## config.mk

```make
export PLATFORM = sky130hd
export DESIGN_NAME = axi_stream_unpack_rd_flat
export DESIGN_NICKNAME = d
export VERILOG_FILES = /design/src/rtl/axi_unpack_pkg.sv /design/src/rtl/if_axi_stream.sv /design/src/rtl/axi_stream_skid.sv /design/src/rtl/axi_stream_unpack_rd.sv /design/src/flat_wrapper.sv
export SDC_FILE = /design/constraint.sdc
export NUM_CORES = 1
export LEC_CHECK = 0
export ABC_CLOCK_PERIOD_IN_PS = 3000
export BUFFER_PORTS_ARGS = -buffer_cell sky130_fd_sc_hd__buf_4
export CAP_MARGIN = 25
export CORE_MARGIN = 8
export CORE_UTILIZATION = 45
export CTS_BUF_LIST = sky130_fd_sc_hd__clkbuf_4
export DETAILED_ROUTE_END_ITERATION = 10
export PLACE_DENSITY = 0.76
export SETUP_SLACK_MARGIN = 0.15
export SYNTH_ARGS = -nofsm -noshare
export SYNTH_HDL_FRONTEND = slang
export SYNTH_HIERARCHICAL = 1
export SYNTH_SLANG_ARGS = --single-unit
```

## constraint.sdc

```tcl
create_clock -name i_clk -period 3 [get_ports i_clk]
set_clock_uncertainty 0.15 [all_clocks]
set_input_delay 0.15 -clock i_clk [delete_from_list [all_inputs] [get_ports i_clk]]
set_output_delay 0.15 -clock i_clk [all_outputs]
set_load 0.01 [all_outputs]
```

## src/rtl/axi_unpack_pkg.sv

```systemverilog
// Shared definitions for the flat-word stream unpacker and its packers.
// Flat word layout, LSB first: err, eop, sop, mod, dat, ctl.
package axi_unpack_pkg;

   typedef enum logic {IDLE = 1'b0, IN_PKT = 1'b1} unpack_state_t;

   localparam int ERR_CNT_BITS = 16;

   localparam int ERR_POS = 0;
   localparam int EOP_POS = 1;
   localparam int SOP_POS = 2;
   localparam int MOD_LSB = 3;

   function automatic int flat_bits(input int dat, input int mod, input int ctl);
      return ctl + dat + mod + 3;
   endfunction

   function automatic int dat_lsb(input int mod);
      return MOD_LSB + mod;
   endfunction

   function automatic int ctl_lsb(input int dat, input int mod);
      return MOD_LSB + mod + dat;
   endfunction

endpackage

```

## src/rtl/if_axi_stream.sv

```systemverilog
// Stream interface carried between blocks: val/rdy handshake plus payload.
interface if_axi_stream #(
   parameter int DAT_BITS = 64,
   parameter int MOD_BITS = 3,
   parameter int CTL_BITS = 8
);
   logic                val;
   logic                rdy;
   logic [DAT_BITS-1:0] dat;
   logic [MOD_BITS-1:0] mod;
   logic [CTL_BITS-1:0] ctl;
   logic                sop;
   logic                eop;
   logic                err;

   modport source (output val, dat, mod, ctl, sop, eop, err, input rdy);
   modport sink   (input  val, dat, mod, ctl, sop, eop, err, output rdy);
endinterface

```

## src/rtl/axi_stream_skid.sv

```systemverilog
// Generic 2-entry in-order skid buffer. Outputs come straight from flops;
// the upstream ready is registered and never looks at the downstream ready.
module axi_stream_skid #(
   parameter int W = 8
) (
   input  logic         i_clk,
   input  logic         i_rst_n,
   input  logic         i_val,
   input  logic [W-1:0] i_dat,
   output logic         o_rdy,
   output logic         o_val,
   input  logic         i_rdy,
   output logic [W-1:0] o_dat
);
   logic [1:0]   cnt_q, cnt_d;
   logic [W-1:0] ent0_q, ent1_q;
   logic         rdy_q;
   logic         push, pop, wr_head;

   assign push    = i_val && rdy_q;
   assign pop     = (cnt_q != 2'd0) && i_rdy;
   assign cnt_d   = cnt_q + 2'(push) - 2'(pop);
   // A pushed word lands in the head slot when the head is free this cycle.
   assign wr_head = (cnt_q == 2'd0) || ((cnt_q == 2'd1) && pop);

   // Occupancy, storage and registered ready.
   always_ff @(posedge i_clk or negedge i_rst_n) begin
      if (!i_rst_n) begin
         cnt_q  <= 2'd0;
         rdy_q  <= 1'b0;
         ent0_q <= '0;
         ent1_q <= '0;
      end else begin
         cnt_q <= cnt_d;
         rdy_q <= (cnt_d < 2'd2);
         if (push && wr_head)
            ent0_q <= i_dat;
         else if (pop)
            ent0_q <= ent1_q;
         if (push && !wr_head)
            ent1_q <= i_dat;
      end
   end

   assign o_rdy = rdy_q;
   assign o_val = (cnt_q != 2'd0);
   assign o_dat = ent0_q;

endmodule

```

## src/rtl/axi_stream_unpack_rd.sv

```systemverilog
// Read-side unpacker: flat FIFO words -> stream source, with sop/eop framing
// checks. Optional build macro AXI_UNPACK_DROP_ORPHAN_EN discards words that
// arrive outside a packet instead of forwarding them flagged.
module axi_stream_unpack_rd
   import axi_unpack_pkg::*;
#(
   parameter int DAT_BITS  = 64,
   parameter int MOD_BITS  = 3,
   parameter int CTL_BITS  = 8,
   parameter int FLAT_BITS = flat_bits(DAT_BITS, MOD_BITS, CTL_BITS)
) (
   input  logic                    i_clk,
   input  logic                    i_rst_n,
   input  logic                    i_val,
   input  logic [FLAT_BITS-1:0]    i_dat,
   output logic                    o_rdy,
   if_axi_stream.source            o_axi,
   output logic [ERR_CNT_BITS-1:0] o_err_cnt,
   output logic                    o_in_pkt
);
   localparam int DAT_LSB = dat_lsb(MOD_BITS);
   localparam int CTL_LSB = ctl_lsb(DAT_BITS, MOD_BITS);

   unpack_state_t          state_q, state_d;
   logic                   acc, in_sop, in_eop;
   logic                   is_orphan, viol_word, drop;
   logic                   sk_val;
   logic [FLAT_BITS-1:0]   fwd_dat, sk_dat;
   logic [ERR_CNT_BITS-1:0] err_cnt_q;

   assign acc       = i_val && o_rdy;
   assign in_sop    = i_dat[SOP_POS];
   assign in_eop    = i_dat[EOP_POS];
   assign is_orphan = !in_sop && (state_q == IDLE);
   // sop inside a packet means the previous packet lost its eop.
   assign viol_word = in_sop ? (state_q == IN_PKT) : is_orphan;
   assign fwd_dat   = {i_dat[FLAT_BITS-1:1], i_dat[ERR_POS] | viol_word};

`ifdef AXI_UNPACK_DROP_ORPHAN_EN
   assign drop = is_orphan;
`else
   assign drop = 1'b0;
`endif

   // Framing next state; a sop always restarts framing from that word's eop.
   always_comb begin
      state_d = state_q;
      if (acc) begin
         if (in_sop)
            state_d = in_eop ? IDLE : IN_PKT;
         else if (state_q == IN_PKT)
            state_d = in_eop ? IDLE : IN_PKT;
         else
            state_d = IDLE;
      end
   end

   // Framing state and saturating violation counter.
   always_ff @(posedge i_clk or negedge i_rst_n) begin
      if (!i_rst_n) begin
         state_q   <= IDLE;
         err_cnt_q <= '0;
      end else begin
         state_q <= state_d;
         if (acc && viol_word && (err_cnt_q != '1))
            err_cnt_q <= err_cnt_q + 1'b1;
      end
   end

   axi_stream_skid #(.W(FLAT_BITS)) u_skid (
      .i_clk   (i_clk),
      .i_rst_n (i_rst_n),
      .i_val   (i_val && !drop),
      .i_dat   (fwd_dat),
      .o_rdy   (o_rdy),
      .o_val   (sk_val),
      .i_rdy   (o_axi.rdy),
      .o_dat   (sk_dat)
   );

   assign o_axi.val = sk_val;
   assign o_axi.err = sk_dat[ERR_POS];
   assign o_axi.eop = sk_dat[EOP_POS];
   assign o_axi.sop = sk_dat[SOP_POS];
   assign o_axi.mod = sk_dat[DAT_LSB-1:MOD_LSB];
   assign o_axi.dat = sk_dat[CTL_LSB-1:DAT_LSB];
   assign o_axi.ctl = sk_dat[FLAT_BITS-1:CTL_LSB];

   assign o_err_cnt = err_cnt_q;
   assign o_in_pkt  = (state_q == IN_PKT);

endmodule

```

## src/flat_wrapper.sv

```systemverilog
// flat-port wrapper written by rule: the top's interface ports become plain ports
module axi_stream_unpack_rd_flat import axi_unpack_pkg::*;
#(
   parameter int DAT_BITS  = 64,
   parameter int MOD_BITS  = 3,
   parameter int CTL_BITS  = 8,
   parameter int FLAT_BITS = flat_bits(DAT_BITS, MOD_BITS, CTL_BITS)
)
  (i_clk, i_rst_n, i_val, i_dat, o_rdy, o_err_cnt, o_in_pkt, o_axi_val, o_axi_dat, o_axi_mod, o_axi_ctl, o_axi_sop, o_axi_eop, o_axi_err, o_axi_rdy);
  if_axi_stream #(.DAT_BITS(DAT_BITS), .MOD_BITS(MOD_BITS), .CTL_BITS(CTL_BITS)) o_axi_i ();
  input  logic i_clk;
  input  logic i_rst_n;
  input  logic i_val;
  input  logic [FLAT_BITS-1:0] i_dat;
  output logic o_rdy;
  output logic [ERR_CNT_BITS-1:0] o_err_cnt;
  output logic o_in_pkt;
  output wire logic [$bits(o_axi_i.val)-1:0] o_axi_val;
  output wire logic [$bits(o_axi_i.dat)-1:0] o_axi_dat;
  output wire logic [$bits(o_axi_i.mod)-1:0] o_axi_mod;
  output wire logic [$bits(o_axi_i.ctl)-1:0] o_axi_ctl;
  output wire logic [$bits(o_axi_i.sop)-1:0] o_axi_sop;
  output wire logic [$bits(o_axi_i.eop)-1:0] o_axi_eop;
  output wire logic [$bits(o_axi_i.err)-1:0] o_axi_err;
  input wire logic [$bits(o_axi_i.rdy)-1:0] o_axi_rdy;
  assign o_axi_val = o_axi_i.val;
  assign o_axi_dat = o_axi_i.dat;
  assign o_axi_mod = o_axi_i.mod;
  assign o_axi_ctl = o_axi_i.ctl;
  assign o_axi_sop = o_axi_i.sop;
  assign o_axi_eop = o_axi_i.eop;
  assign o_axi_err = o_axi_i.err;
  assign o_axi_i.rdy = o_axi_rdy;
  axi_stream_unpack_rd #(.DAT_BITS(DAT_BITS), .MOD_BITS(MOD_BITS), .CTL_BITS(CTL_BITS), .FLAT_BITS(FLAT_BITS)) u_core (.i_clk(i_clk), .i_rst_n(i_rst_n), .i_val(i_val), .i_dat(i_dat), .o_rdy(o_rdy), .o_axi(o_axi_i), .o_err_cnt(o_err_cnt), .o_in_pkt(o_in_pkt));
endmodule
```

Word-level counts from Yosys, hierarchy flattened --
Cells that the tools add are included.
Cells by class: multiply operators 0, equality and inequality tests 2, add/subtract/negate cells 3, order comparisons 1, divide/modulo/power cells 0, muxes and demuxes 6, bitwise operators 2, shifts and indexed selects 0, reduce and logical (&&, ||, !) cells 14
Operator list (count):
- 2-to-1 mux 78 bit | 2
- adder 16 x 1 -> 16 bit, second input constant | 1
- inequality test 16 bit, second input constant | 1
- logical AND 1 bit | 8
- 2-to-1 mux 1 bit | 4
- nonzero test 2 bit | 2
- adder 2 x 1 -> 2 bit | 1
- == test 2 x 1 -> 1 bit, second input constant | 1
- zero test 1 bit | 2
- zero test 2 bit | 1
- less-than comparator 2 bit, second input constant | 1
- subtractor 2 x 1 -> 2 bit | 1
- logical OR 1 bit | 1
- inverter 1 bit | 1
- OR 1 bit | 1
Word-level totals: bits in read-only memories 0, bits in latches 0, bits of input ports 82, output and inout port bits 97, bits in writable memories 0, word-level logic and storage cells 34, memories 0, register bits 176

Longest topological paths before layout --
depth in word-level cells 6, mapped depth 11, depth with buffers taken out 8

Modules after synthesis --
Netlist, hierarchy kept.
By module, submodules not included:
- axi_stream_skid | cells each 536, seq. area each 3978.8 µm², times used 1, area each 6876.6 µm²
- axi_stream_unpack_rd | cells each 80, seq. area each 425.4 µm², times used 1, area each 910.9 µm²

Least setup slack after synthesis --
Ideal clock, no wire load.
path kind register to register, start register u_core.u_skid.cnt_q[0], end register u_core.u_skid.cnt_q[1], clock period less this slack 2.225 ns, arrival 1.954 ns, stages on the path, launching flop included 12, required time 2.729 ns, library setup time 0.121 ns, slack 0.775 ns, path buffers 3, cell sequence dfrtp_1 > o21ai_0 > buf_2 > buf_4 > buf_4 > inv_1 > ha_1 > inv_1 > ha_1 > xnor2_1 > xor2_1 > inv_1
Between the ends: word-level cells in the longest chain between the ends 3, elaborated cells on any way between the ends 4, those cells by class 2 x add/sub; 2 x reduce/logical
Ends and longest elaborated chain:
- start: declaration | line axi_stream_skid.sv:15 | logic [1:0] cnt_q, cnt_d;
- start signal: assignment | line axi_stream_skid.sv:34 | cnt_q <= cnt_d;
- parallel branches: the longest is 2 deep, another holds adder 2 x 1 -> 2 bit
- subtractor 2 x 1 -> 2 bit * | line axi_stream_skid.sv:22 | assign cnt_d = cnt_q + 2'(push) - 2'(pop);
- net u_core.u_skid.cnt_d[1] | line axi_stream_skid.sv:15
Mark *: on every way through the listed nets, which the timed path passes. A chain may end at the register's enable or synchronous reset.

Final worst setup path --
start register u_core.u_skid.cnt_q[1], end output port o_axi_val
Between the ends: word-level cells in the longest chain between the ends 1
Ends and longest elaborated chain:
- nonzero test 2 bit | line axi_stream_skid.sv:46 | assign o_val = (cnt_q != 2'd0);
- end: declaration | line flat_wrapper.sv:18 | output wire logic [$bits(o_axi_i.val)-1:0] o_axi_val;
No other way between the ends.

==> results_dict.tcl <==
set metrics [dict create \
    path_class "reg -> out" \
    status "complete, no violations" \
    post-route-drc-count 0 \
    synth_cell_type_count 43 \
    reg2reg_setup_slack_ns 1.01 \
    tns_ns 0 \
    cts_setup_buffers 0 \
    yosys_most_used_dff "dfrtp_1" \
    synth-seq-area-share_pct 56.6 \
    ctsLongestPathBuffers 2 \
    crit_path_end_kind "output pin" \
    final-hold-violation-count 0 \
    numCtsBuffers 17 \
    core_area_um2 17100 \
    setup_violations 0 \
    utilization_pct 60.7 \
    area_growth_syn_to_layout_pct 33.5 \
    start_util_pct 45.5 \
    insertion_delay_ns 0.55 \
    grt_pass1_wl_um 33800 \
    slew_headroom_pct 31.4 \
    avgSynthCellArea_um2 12.6 \
    crit_arrival_ns 1.84 \
    synth_mux_area_share_pct 21.4 \
    timing.final.ws_setup_ns 0.857 \
    grt_pass1_vias 6299 \
    holdCritPathClass "in -> reg" \
    synthCells 616 \
    synth_top_area_share_pct 56.6 \
    hold_start "o_axi_rdy" \
    drt-initial-drc-count 312 \
    yosys-top-cells-count "176 x dfrtp_1, 80 x nor4_1, 79 x a21oi_1, 78 x mux2i_1, 77 x mux2_2" \
    drt-total-wl_um 20700 \
    clockRootBuffer "clkbuf_4" \
    vias_per_cell 5.44 \
    maxSlewViolCount 0 \
    min_to "u_core/u_skid/cnt_q[0]" \
    grt_remaining_overflow 0 \
    rows 48 \
    drt-pass1-iter-count 4 \
    clock.fmax_mhz 467 \
    die_h_um 148 \
    r2r_start "u_core/u_skid/o_rdy" \
    period_minus_slack_ns 2.14 \
    cts_tree "built" \
    tightest_slew_ns 1.03 \
    r2r-end "u_core/u_skid/o_dat[71]" \
    fill_cells 1326 \
    synth-simple-area-share_pct 9.93 \
    die_x_um 148 \
    io_pins 179 \
    grt_max_degree 82 \
    cp.required_ns 2.70 \
    multi_input_area_um2 3120 \
    fin_nets 940 \
    pre_cts_slack_ns 1.04 \
    cts_num_sinks 176 \
    synth_area_um2 7790 \
    gp_congestion 0.763 \
    cts_resized 0 \
    synth_top_family_by_area "multiplexers" \
    synthArstFlopShare_pct 100 \
    synth_top_area_cell "dfrtp_1" \
    drive_gt1_share_pct 36.1 \
    rsz0062_at_grt "false" \
    dp_hpwl_um 12200 \
    antenna_found_initial 1 \
    synth_nets 701 \
    clk_pin_slew_ns 0.13 \
    synth_edf_count 0 \
    ir_drop_mv 0.463 \
    synth_area_leaders "dfrtp_1 57%, mux2_2 11%, mux2i_1 10%, nor4_1 6.4%, a21oi_1 5.1%" \
    power_density_nw_per_um2 947 \
    num_vias 5936 \
    startpoint_type "flip-flop" \
    yosys.area_share.adder_pct 0.482 \
    port_buffers 178 \
    cap_violations 0 \
    ctsHtreeMaxLevel 4 \
    leakage_nw 4.81 \
    fin_crit_sh_pct 71.4 \
    track_usage_pct 19.1 \
    detail-route-antenna-nets 0 \
    min_delay_path_depth 6 \
    reg2reg_depth 4 \
    dieArea_um2 21800 \
    crit_path_max_fanout 41 \
    synth_xor_area_share_pct 2.02 \
    routedWlPerCell_um 18.9 \
    synth_compound_area_share_pct 5.74 \
    yosysWarnings 6 \
    synth_most_common_cell "dfrtp_1" \
    ys_ff_latch 176 \
    seq_area_um2 4410 \
]
[area by class of cell]
type | instances | share of cell area (%)
sequential | 176 | 42.4
multi-input combinational | 382 | 30.0
timing repair buffer | 274 | 22.4
tap | 225 | 2.71
clock buffer | 19 | 1.37
clock inverter | 11 | 0.915
inverter | 4 | 0.144
antenna | 1 | 0.0241
[what timing repair did]
item,in CTS,in global routing
endpoints found under the hold margin,333,0
hold buffers,82,0
endpoints found under the setup margin,0,0
[worst max-delay path: stages, from the launching register on]
cell and delay [ns]:
dfrtp_2 0.49, buf_4 0.31, or2_2 0.34, buf_4 0.16
[cells by family (layout without fill, tap and decap cells)]
group           count (synthesis)  in the layout
compound gates                 85             85
xor+xnor                       18             18
fa+ha+maj                       3              3
buf+inv                        58            308
flops                         176            176
mux                           157            157
other cells                     0              1
simple gates                  119            119
[metal layers]
| metal | vias up | GRT usage (%) | wire length, µm |
|---|---|---|---|
| li1 | 2767 | - | - |
| met1 | 2963 | 24.7 | 9130 |
| met2 | 188 | 30.7 | 10000 |
| met3 | 18 | 5.66 | 1260 |
| met4 | 0 | 5.51 | 244 |
| met5 | - | 0 | 0 |
[stage by stage]
stage	hold WS [ns]	instance area [µm²]	power [mW]	cells
after floorplan	-0.296	7790	6.78	616
after global placement	-0.0141	9320	8.46	979
after detailed placement	-0.0153	9320	8.60	979
after CTS	0.0250	10400	9.91	1091
after global routing	0.0465	10400	10.5	1092
final	0.0892	10400	9.84	1092
[worst max path at each step]
stage | startpoint | to | slack (ns) | cells past startpoint
after floorplan | u_core/u_skid/cnt_q[0] | u_core/u_skid/cnt_q[1] | 0.78 | 11
after global placement | u_core/u_skid/cnt_q[0] | u_core/u_skid/ent1_q[50] | 1.07 | 4
after detailed placement | u_core/u_skid/cnt_q[0] | u_core/u_skid/o_dat[54] | 1.04 | 4
after CTS | u_core/u_skid/cnt_q[1] | o_axi_val | 0.77 | 3
after global routing | u_core/u_skid/cnt_q[1] | o_axi_val | 0.73 | 3
final | u_core/u_skid/cnt_q[1] | o_axi_val | 0.86 | 3
[state kept, by name (all words and copies together), names as in the netlist]
| register | flops |
|---|---|
| u_core/u_skid/o_rdy | 1 |
| u_core/o_err_cnt | 16 |
| u_core/u_skid/o_dat | 78 |
| u_core/u_skid/ent1_q | 78 |
| u_core/o_in_pkt | 1 |
| u_core/u_skid/cnt_q | 2 |
[cells in the final DEF, fill, tap and decap left out, types with 2 or more instances in the layout]
cell type / synthesis / final
a21oi_1: 79 / 79
a31oi_1: 2 / 2
buf_12: 0 / 4
buf_4: 2 / 187
clkbuf_4: 0 / 19
clkinv_2: 0 / 4
clkinv_4: 0 / 3
clkinvlp_4: 0 / 2
dfrtp_1: 176 / 175
dlygate4sd3_1: 0 / 81
ha_1: 3 / 3
inv_1: 4 / 4
mux2_1: 2 / 2
mux2_2: 77 / 77
mux2i_1: 78 / 78
nand2_1: 7 / 6
nand2b_1: 2 / 2
nand3_1: 3 / 3
nand4_1: 2 / 2
nor2_1: 2 / 2
nor3_1: 4 / 4
nor3b_1: 2 / 2
nor4_1: 80 / 80
xnor2_1: 2 / 2
xor2_1: 16 / 16
[where the power goes]
group	switching (mW)	internal, mW
logic	2.11	2.26
registers	0.725	3.53
clock network	0.792	0.415
total	3.63	6.21
(Power assumes the default switching activity.)
